===== config.mk =====
export PLATFORM = sky130hd
export DESIGN_NAME = uart_rx
export DESIGN_NICKNAME = d
export VERILOG_FILES = /design/src/rtl/uart_pkg.sv /design/src/rtl/uart_sync2.sv /design/src/rtl/uart_rx.sv
export SDC_FILE = /design/constraint.sdc
export NUM_CORES = 1
export LEC_CHECK = 0
export CAP_MARGIN = 20
export CORE_MARGIN = 5
export CORE_UTILIZATION = 52
export CTS_BUF_LIST = sky130_fd_sc_hd__clkbuf_4 sky130_fd_sc_hd__clkbuf_8
export DETAILED_ROUTE_END_ITERATION = 10
export HOLD_SLACK_MARGIN = 0.03
export PLACE_DENSITY = 0.75
export REMOVE_ABC_BUFFERS = 1
export SYNTH_ARGS = -nofsm -noshare
export SYNTH_HDL_FRONTEND = slang
export SYNTH_SLANG_ARGS = --single-unit

===== constraint.sdc =====
create_clock -name clk -period 1.55 [get_ports clk]
set_clock_uncertainty 0.15 [all_clocks]
set_input_delay 0.465 -clock clk [delete_from_list [all_inputs] [get_ports clk]]
set_output_delay 0.465 -clock clk [all_outputs]
set_load 0.02 [all_outputs]

===== src/rtl/uart_pkg.sv =====
// Shared UART definitions: state encoding, default frame geometry.
// Used by both the receiver and the transmitter.
package uart_pkg;

    localparam int DEFAULT_OSR    = 16;
    localparam int DEFAULT_DATA_W = 8;
    localparam int FRAME_BITS     = DEFAULT_DATA_W + 2;

    typedef enum logic [1:0] {
        ST_IDLE  = 2'd0,
        ST_START = 2'd1,
        ST_DATA  = 2'd2,
        ST_STOP  = 2'd3
    } uart_state_e;

endpackage


===== src/rtl/uart_sync2.sv =====
// Two-flop synchronizer for a single asynchronous input, with a
// configurable reset value so an idle-high line reads as idle out of reset.
module uart_sync2 #(
    parameter logic RST_VAL = 1'b1
) (
    input  logic clk,
    input  logic n_rst,
    input  logic d_i,
    output logic q_o
);

    logic meta_q;
    logic sync_q;

    // NOTE: flops use non-blocking assignments so both stages capture the
    // pre-edge values; blocking here would collapse the chain to one flop.
    always_ff @(posedge clk) begin
        if (!n_rst) begin
            meta_q <= RST_VAL;
            sync_q <= RST_VAL;
        end else begin
            meta_q <= d_i;
            sync_q <= meta_q;
        end
    end

    assign q_o = sync_q;

endmodule


===== src/rtl/uart_rx.sv =====
// 8N1-style UART receiver: oversampled start validation, centre sampling
// of data and stop bits, and a valid/ack output register with overrun flag.
module uart_rx
    import uart_pkg::*;
#(
    parameter int OSR    = DEFAULT_OSR,
    parameter int DATA_W = DEFAULT_DATA_W
) (
    input  logic              clk,
    input  logic              n_rst,
    input  logic              rxd,
    input  logic              rxen,
    input  logic              rx_ack,
    output logic [DATA_W-1:0] rx_data,
    output logic              rx_valid,
    output logic              frame_err,
    output logic              overrun
);

    localparam int S_W = $clog2(OSR);
    localparam int B_W = $clog2(DATA_W) + 1;

    localparam logic [S_W-1:0] S_MID  = S_W'(OSR / 2 - 1);
    localparam logic [S_W-1:0] S_LAST = S_W'(OSR - 1);
    localparam logic [B_W-1:0] B_LAST = B_W'(DATA_W - 1);

    logic              rxd_s;
    uart_state_e       state_q,     state_d;
    logic              armed_q,     armed_d;
    logic [S_W-1:0]    s_cnt_q,     s_cnt_d;
    logic [B_W-1:0]    b_cnt_q,     b_cnt_d;
    logic [DATA_W-1:0] shreg_q,     shreg_d;
    logic [DATA_W-1:0] rx_data_q,   rx_data_d;
    logic              rx_valid_q,  rx_valid_d;
    logic              frame_err_q, frame_err_d;
    logic              overrun_q,   overrun_d;
    logic              frame_good;

    uart_sync2 #(
        .RST_VAL (1'b1)
    ) u_sync (
        .clk   (clk),
        .n_rst (n_rst),
        .d_i   (rxd),
        .q_o   (rxd_s)
    );

    // NOTE: every variable gets its hold value first, so branches that do
    // not mention it cannot infer a latch.
    always_comb begin
        state_d     = state_q;
        armed_d     = armed_q;
        s_cnt_d     = s_cnt_q;
        b_cnt_d     = b_cnt_q;
        shreg_d     = shreg_q;
        frame_err_d = frame_err_q;
        frame_good  = 1'b0;

        if (rxen) begin
            case (state_q)
                ST_IDLE: begin
                    // A falling edge only counts once the line has been seen high.
                    if (rxd_s) begin
                        armed_d = 1'b1;
                    end else if (armed_q) begin
                        state_d = ST_START;
                        s_cnt_d = '0;
                    end
                end
                ST_START: begin
                    if (s_cnt_q == S_MID) begin
                        if (rxd_s) begin
                            state_d = ST_IDLE;
                        end else begin
                            state_d = ST_DATA;
                            s_cnt_d = '0;
                            b_cnt_d = '0;
                        end
                    end else begin
                        s_cnt_d = s_cnt_q + 1'b1;
                    end
                end
                ST_DATA: begin
                    if (s_cnt_q == S_LAST) begin
                        shreg_d = {rxd_s, shreg_q[DATA_W-1:1]};
                        b_cnt_d = b_cnt_q + 1'b1;
                        s_cnt_d = '0;
                        if (b_cnt_q == B_LAST) begin
                            state_d = ST_STOP;
                        end
                    end else begin
                        s_cnt_d = s_cnt_q + 1'b1;
                    end
                end
                ST_STOP: begin
                    if (s_cnt_q == S_LAST) begin
                        state_d     = ST_IDLE;
                        armed_d     = 1'b0;
                        frame_err_d = ~rxd_s;
                        frame_good  = rxd_s;
                    end else begin
                        s_cnt_d = s_cnt_q + 1'b1;
                    end
                end
                default: state_d = ST_IDLE;
            endcase
        end
    end

    always_comb begin
        rx_data_d  = rx_data_q;
        rx_valid_d = rx_valid_q;
        overrun_d  = overrun_q;

        if (frame_good) begin
            if (!rx_valid_q || rx_ack) begin
                // An ack in the completion cycle frees the slot for the new byte.
                rx_data_d  = shreg_q;
                rx_valid_d = 1'b1;
                overrun_d  = 1'b0;
            end else begin
                overrun_d = 1'b1;
            end
        end else if (rx_ack && rx_valid_q) begin
            rx_valid_d = 1'b0;
            overrun_d  = 1'b0;
        end
    end

    always_ff @(posedge clk) begin
        if (!n_rst) begin
            state_q     <= ST_IDLE;
            armed_q     <= 1'b0;
            s_cnt_q     <= '0;
            b_cnt_q     <= '0;
            shreg_q     <= '0;
            rx_data_q   <= '0;
            rx_valid_q  <= 1'b0;
            frame_err_q <= 1'b0;
            overrun_q   <= 1'b0;
        end else begin
            state_q     <= state_d;
            armed_q     <= armed_d;
            s_cnt_q     <= s_cnt_d;
            b_cnt_q     <= b_cnt_d;
            shreg_q     <= shreg_d;
            rx_data_q   <= rx_data_d;
            rx_valid_q  <= rx_valid_d;
            frame_err_q <= frame_err_d;
            overrun_q   <= overrun_d;
        end
    end

    assign rx_data   = rx_data_q;
    assign rx_valid  = rx_valid_q;
    assign frame_err = frame_err_q;
    assign overrun   = overrun_q;

endmodule


* Word-level counts from Yosys, hierarchy flattened
Cells that the tools add are included.
** Storage, ports and cells
- Word-level logic and storage cells :: 75
- Register bits after elaboration :: 32
- Input port bits :: 5
** Cells by class
- Muxes and demuxes :: 29
- Reductions and logical operators :: 15
- Eq/ne operators :: 17
- $add $sub $neg :: 2
- Bitwise gates (word level) :: 1
** Operators by type and width (count)
- $mux 4 :: 8
- $ne 2x2->1 const B :: 8
- $pmux 4 s4 :: 1
- $mux 2 :: 7
- $mux 1 :: 10
- $reduce_and 5->1 :: 2
- $add 4x1->4 const B :: 2
- $eq 4x3->1 const B :: 2
- $pmux 2 s4 :: 1
- $pmux 4 s2 :: 1
- $reduce_and 7->1 :: 1
- $reduce_and 3->1 :: 2
- $reduce_bool 2->1 :: 3
- $eq 2x2->1 const B :: 2
- $eq 4x4->1 const B :: 1
- $ne 2x1->1 const B :: 2
- $reduce_and 2->1 :: 2
- $reduce_and 4->1 :: 1
- $ne 3x3->1 const B :: 1
- $eq 2x1->1 const B :: 1
- $logic_not 2->1 :: 1
- $pmux 1 s2 :: 1
- $logic_and 1x1->1 :: 1
- $logic_not 1->1 :: 1
- other kinds (2) :: 2

* Depth between registers and ports, before layout
- Word-level depth :: 6
- Mapped depth :: 7
- Depth with buffers taken out :: 5

* By module
Synthesis repeated with hierarchy kept, for this count alone.
** Unflattened totals
- Cells, all modules :: 153
- Area, all modules :: 1443.9 um^2
** Modules (own cells, without submodules)
- uart_rx :: area an instance 1391.3 um^2, times used 1, cells each 149
- uart_sync2 :: area an instance 52.6 um^2, times used 1, cells each 4

* Worst setup path after synthesis
No wires, ideal clock.
- Path kind :: register -> register
- Start :: reg s_cnt_q[0]
- End :: reg s_cnt_q[2]
- Stages on the path, launching flop included :: 6
- Clock period less this slack :: 1.637 ns
- Path slack :: -0.087 ns
- Required time :: 1.278 ns
- Arrival :: 1.365 ns
- Cell sequence :: dfxtp_1 > ha_1 > and3_1 > buf_6 > a21o_1 > o311a_1
** On the way
- Word-level cells in the longest chain between the ends :: 3
** RTL lines
- start, declared :: RTL line uart_rx.sv:30 : logic [S_W-1:0] s_cnt_q, s_cnt_d;
- start signal, assigned :: RTL line uart_rx.sv:144 : s_cnt_q <= s_cnt_d;
- $add 4x1->4 (tied with other cells) :: RTL line uart_rx.sv:80, uart_rx.sv:92, uart_rx.sv:102
- $mux 4 (tied with other cells) :: RTL line uart_rx.sv:96 : if (s_cnt_q == S_LAST) begin
- $pmux 4 s4 or $reduce_and 5->1 (tied branches)
Parallel ways exist; a longest one is shown, timed or not. The select of a mux whose other input is x is not followed.
A chain may end at the register's enable or synchronous reset.

* Worst setup path in the final report
- Start :: reg s_cnt_q[0]
- End :: reg shreg_q[5]
** On the way
- Word-level cells in the longest chain between the ends :: 2
** RTL lines
- $eq 4x4->1 :: RTL line uart_rx.sv:84 : if (s_cnt_q == S_LAST) begin
- $reduce_and 3->1 (no line)
- end signal, assigned :: RTL line uart_rx.sv:146 : shreg_q <= shreg_d;
- end, declared :: RTL line uart_rx.sv:32 : logic [DATA_W-1:0] shreg_q, shreg_d;
No other way between the ends.

==> qor.csv <==
metric,value,unit
Yosys Warn Count,0,
leak pwr,0.767,nW
RSZ-0062 raised after global routing,true,
CP Launch Type,register,
Critical Path AT,1.66,ns
WL/cell,14.9,µm
"Setup violations, final",2,
"CP delay by family, top",simple AND/OR/NAND/NOR gates,
pwr dens,723,nW/µm²
failing checks,setup timing,
Tot GR Track Use,17.5,%
Fillers,200,
register area share after synthesis,42.5,%
critical path cell sequence,ha_4 > and2_4 > and3b_2 > buf_12 > mux2i_2 > nor2b_1,
Worst R2R Start,s_cnt_q[0],
Max VDD drop,748,µV
Die W,63.8,µm
clock network fraction of total power,36.5,%
outcome,finished with violations,
CTS tree,built,
Mapped Area,1510,µm²
Congestion Overflow GR,0,
DRT Pass-1 Iters,4,
PnR worst setup slack,-0.0276,ns
antenna violations before repair,0,
initial core utilization,54.6,%
Synth top area share,42.5,%
CTS Sinks,32,
Fmax,634,MHz
Sequential Power Share,58.4,%
Cell Rows,19,
post-route minimum period,1.58,ns
die footprint,4070,µm²
pre-CTS worst setup slack,-0.564,ns
Clock Latency Late Sink,0.33,ns
Net Sw Frac,22.5,%
WS Path Type,register to register,
initial DRC count,55,
pins over their slew limit,0,
setup TNS,-0.0296,ns
Worst Max-Slew Pin Slew,0.291,ns
Worst EP required,1.63,ns
Max Root-Sink Buffers,2,
HP Class,register to register,
synth top area cells,"dfxtp_1 (43%), mux2i_1 (7.3%), nor2b_1 (5.8%)",
r2r worst-path depth,6,
post-route ant nets,0,
hold path cells,1,
Final Cycle Share,102,%
Netlist cell types,42,
clock-pin slew on the worst setup and hold paths,0.10,ns
Worst setup EP type,register,
Buffers on Ports,15,
largest fanout on the critical path,5,
io pins,16,
dpl hpwl,2330,µm
synthesized flop and latch total,32,
fraction of registers with async set/reset,0,%
Vias/cell,5.54,
Gate Count Post-Synth,157,
Sw Pwr,0.000321,W
fin util,71.5,%
Crit. Startpoint,s_cnt_q[0],
Hold Crit Start,u_sync.meta_q,
first-pass GRT wire length,5710,µm
DIE HEIGHT,63.8,µm
final wirelength,3420,µm
routed vias,1275,
vias in the first global route,1295,
area grow syn2layout,30.9,%
GP Congestion,0.897,
"Hold Violations, Final",0,
number of synthesized flops with an enable pin,0,
peak per-stage delay on the critical path,0.36,ns
antenna diode count,0,
Slew HR,80.5,%
combinational power share,5.2,%
H-tree depth,2,
TritonCTS buffer count,5,
largest net degree at the start of global routing,30,
critical-path cell with the highest stage delay,dfxtp_2,
DRC,0,
Clock Root Buffer,clkbuf_4,
Core ar.,2760,µm²
Critical Path Stages,6,
top cell type by total area after synthesis,dfxtp_1,
ys flop type,dfxtp_1,
Final nets,205,
number of hold buffers added after CTS,0,
Crit path buffers/inverters,1,
"Avg Cell Area, Syn",9.60,µm²
share of cells above drive strength 1,40.2,%
# Max-Cap Violations,0,
Internal Power,0.00110,W
-- synthesized netlist by cell type (3+ instances only) --
cell type / n
dfxtp_1: 32
nand2_1: 16
nor2b_1: 14
nand3_1: 13
mux2i_1: 11
o21ai_2: 8
nor2_1: 5
clkbuf_1: 4
a21oi_1: 3
buf_6: 3
nand2b_1: 3
nand4b_1: 3
-- registers in the layout, summed over array words and instances, names as in the netlist, named ones only --
signal,count
b_cnt_q,4
frame_err,1
rx_valid,1
u_sync.q_o,1
rx_data,8
s_cnt_q,4
state_q,1
armed_q,1
overrun,1
shreg_q,8
u_sync.meta_q,1
-- what timing repair did --
item / in CTS / in global routing
setup buffers: 3 / 1
setup endpoints to repair: 38 / 25
gates cloned: 1 / 1
gates resized for setup: 58 / 11
pin swaps: 2 / 3
-- layer usage --
layer,routed length (µm),share of wire [%],GRT usage [%]
met1,1450,42,20.3
met2,1750,51,29.6
met3,109,3.2,4.20
met4,109,3.2,9.09
met5,0,0,0
-- layout make-up --
cell class / count / area, µm² / area share [%]
clock buffers: 7 / 58.8 / 2.98
clock inverters: 1 / 7.51 / 0.381
inverters: 2 / 7.51 / 0.381
multi-input cells: 114 / 861 / 43.7
flip-flops and latches: 32 / 652 / 33.1
well taps: 31 / 38.8 / 1.97
repair buffers: 43 / 347 / 17.6
-- layout by cell type, fill, tap and decap left out, types with 5 or more instances in the layout --
master | Yosys | layout
o21ai_2 | 8 | 8
mux2i_1 | 11 | 10
nand2_1 | 16 | 15
buf_2 | 2 | 11
nand3_1 | 13 | 13
dfxtp_2 | 0 | 6
dfxtp_1 | 32 | 25
buf_4 | 1 | 25
nor2_1 | 5 | 5
clkbuf_4 | 0 | 6
nor2b_1 | 14 | 14
-- worst register-to-register path, cell delays in order (launching register included) --
cell and delay [ns]:
dfxtp_2 0.36, ha_4 0.15, and2_4 0.16, and3b_2 0.24
buf_12 0.13, mux2i_2 0.22, nor2b_1 0.06
-- per-stage QoR --
step                instance area [µm²]  hold WS, ns  std cells  total power [W]
floorplan                          1440        0.236        147         0.000872
global placement                   1830        0.239        216         0.000919
detailed placement                 1830        0.255        216         0.000921
CTS                                1920        0.279        228          0.00143
global route                       1970        0.319        230          0.00149
finish                             1970        0.272        230          0.00142
-- power groups by stage --
stage,clock [W],combinational [W],sequential (W)
floorplan,0,0.0000212,0.000851
global placement,0,0.0000676,0.000851
detailed placement,0,0.0000697,0.000852
CTS,0.000531,0.0000706,0.000831
global route,0.000580,0.0000798,0.000833
finish,0.000519,0.0000736,0.000832
-- path summary, 6_finish.rpt --
check	to	slack, ns
max	shreg_q[5]	-0.03
min	u_sync.q_o	0.27
min reg2reg	u_sync.q_o	0.27
max reg2reg	shreg_q[5]	-0.03
-- kinds of logic after synthesis --
family / after synthesis / share of synthesized area, %
XOR/XNOR: 2 / 1.16
AND/OR/NAND/NOR: 69 / 26.9
flip-flops: 32 / 42.5
buffers and inverters: 12 / 4.90
AO/OA/AOI/OAI: 29 / 15.5
adder cells (fa/ha/maj): 2 / 1.66
multiplexers: 11 / 7.31
(Power assumes the default switching activity.)
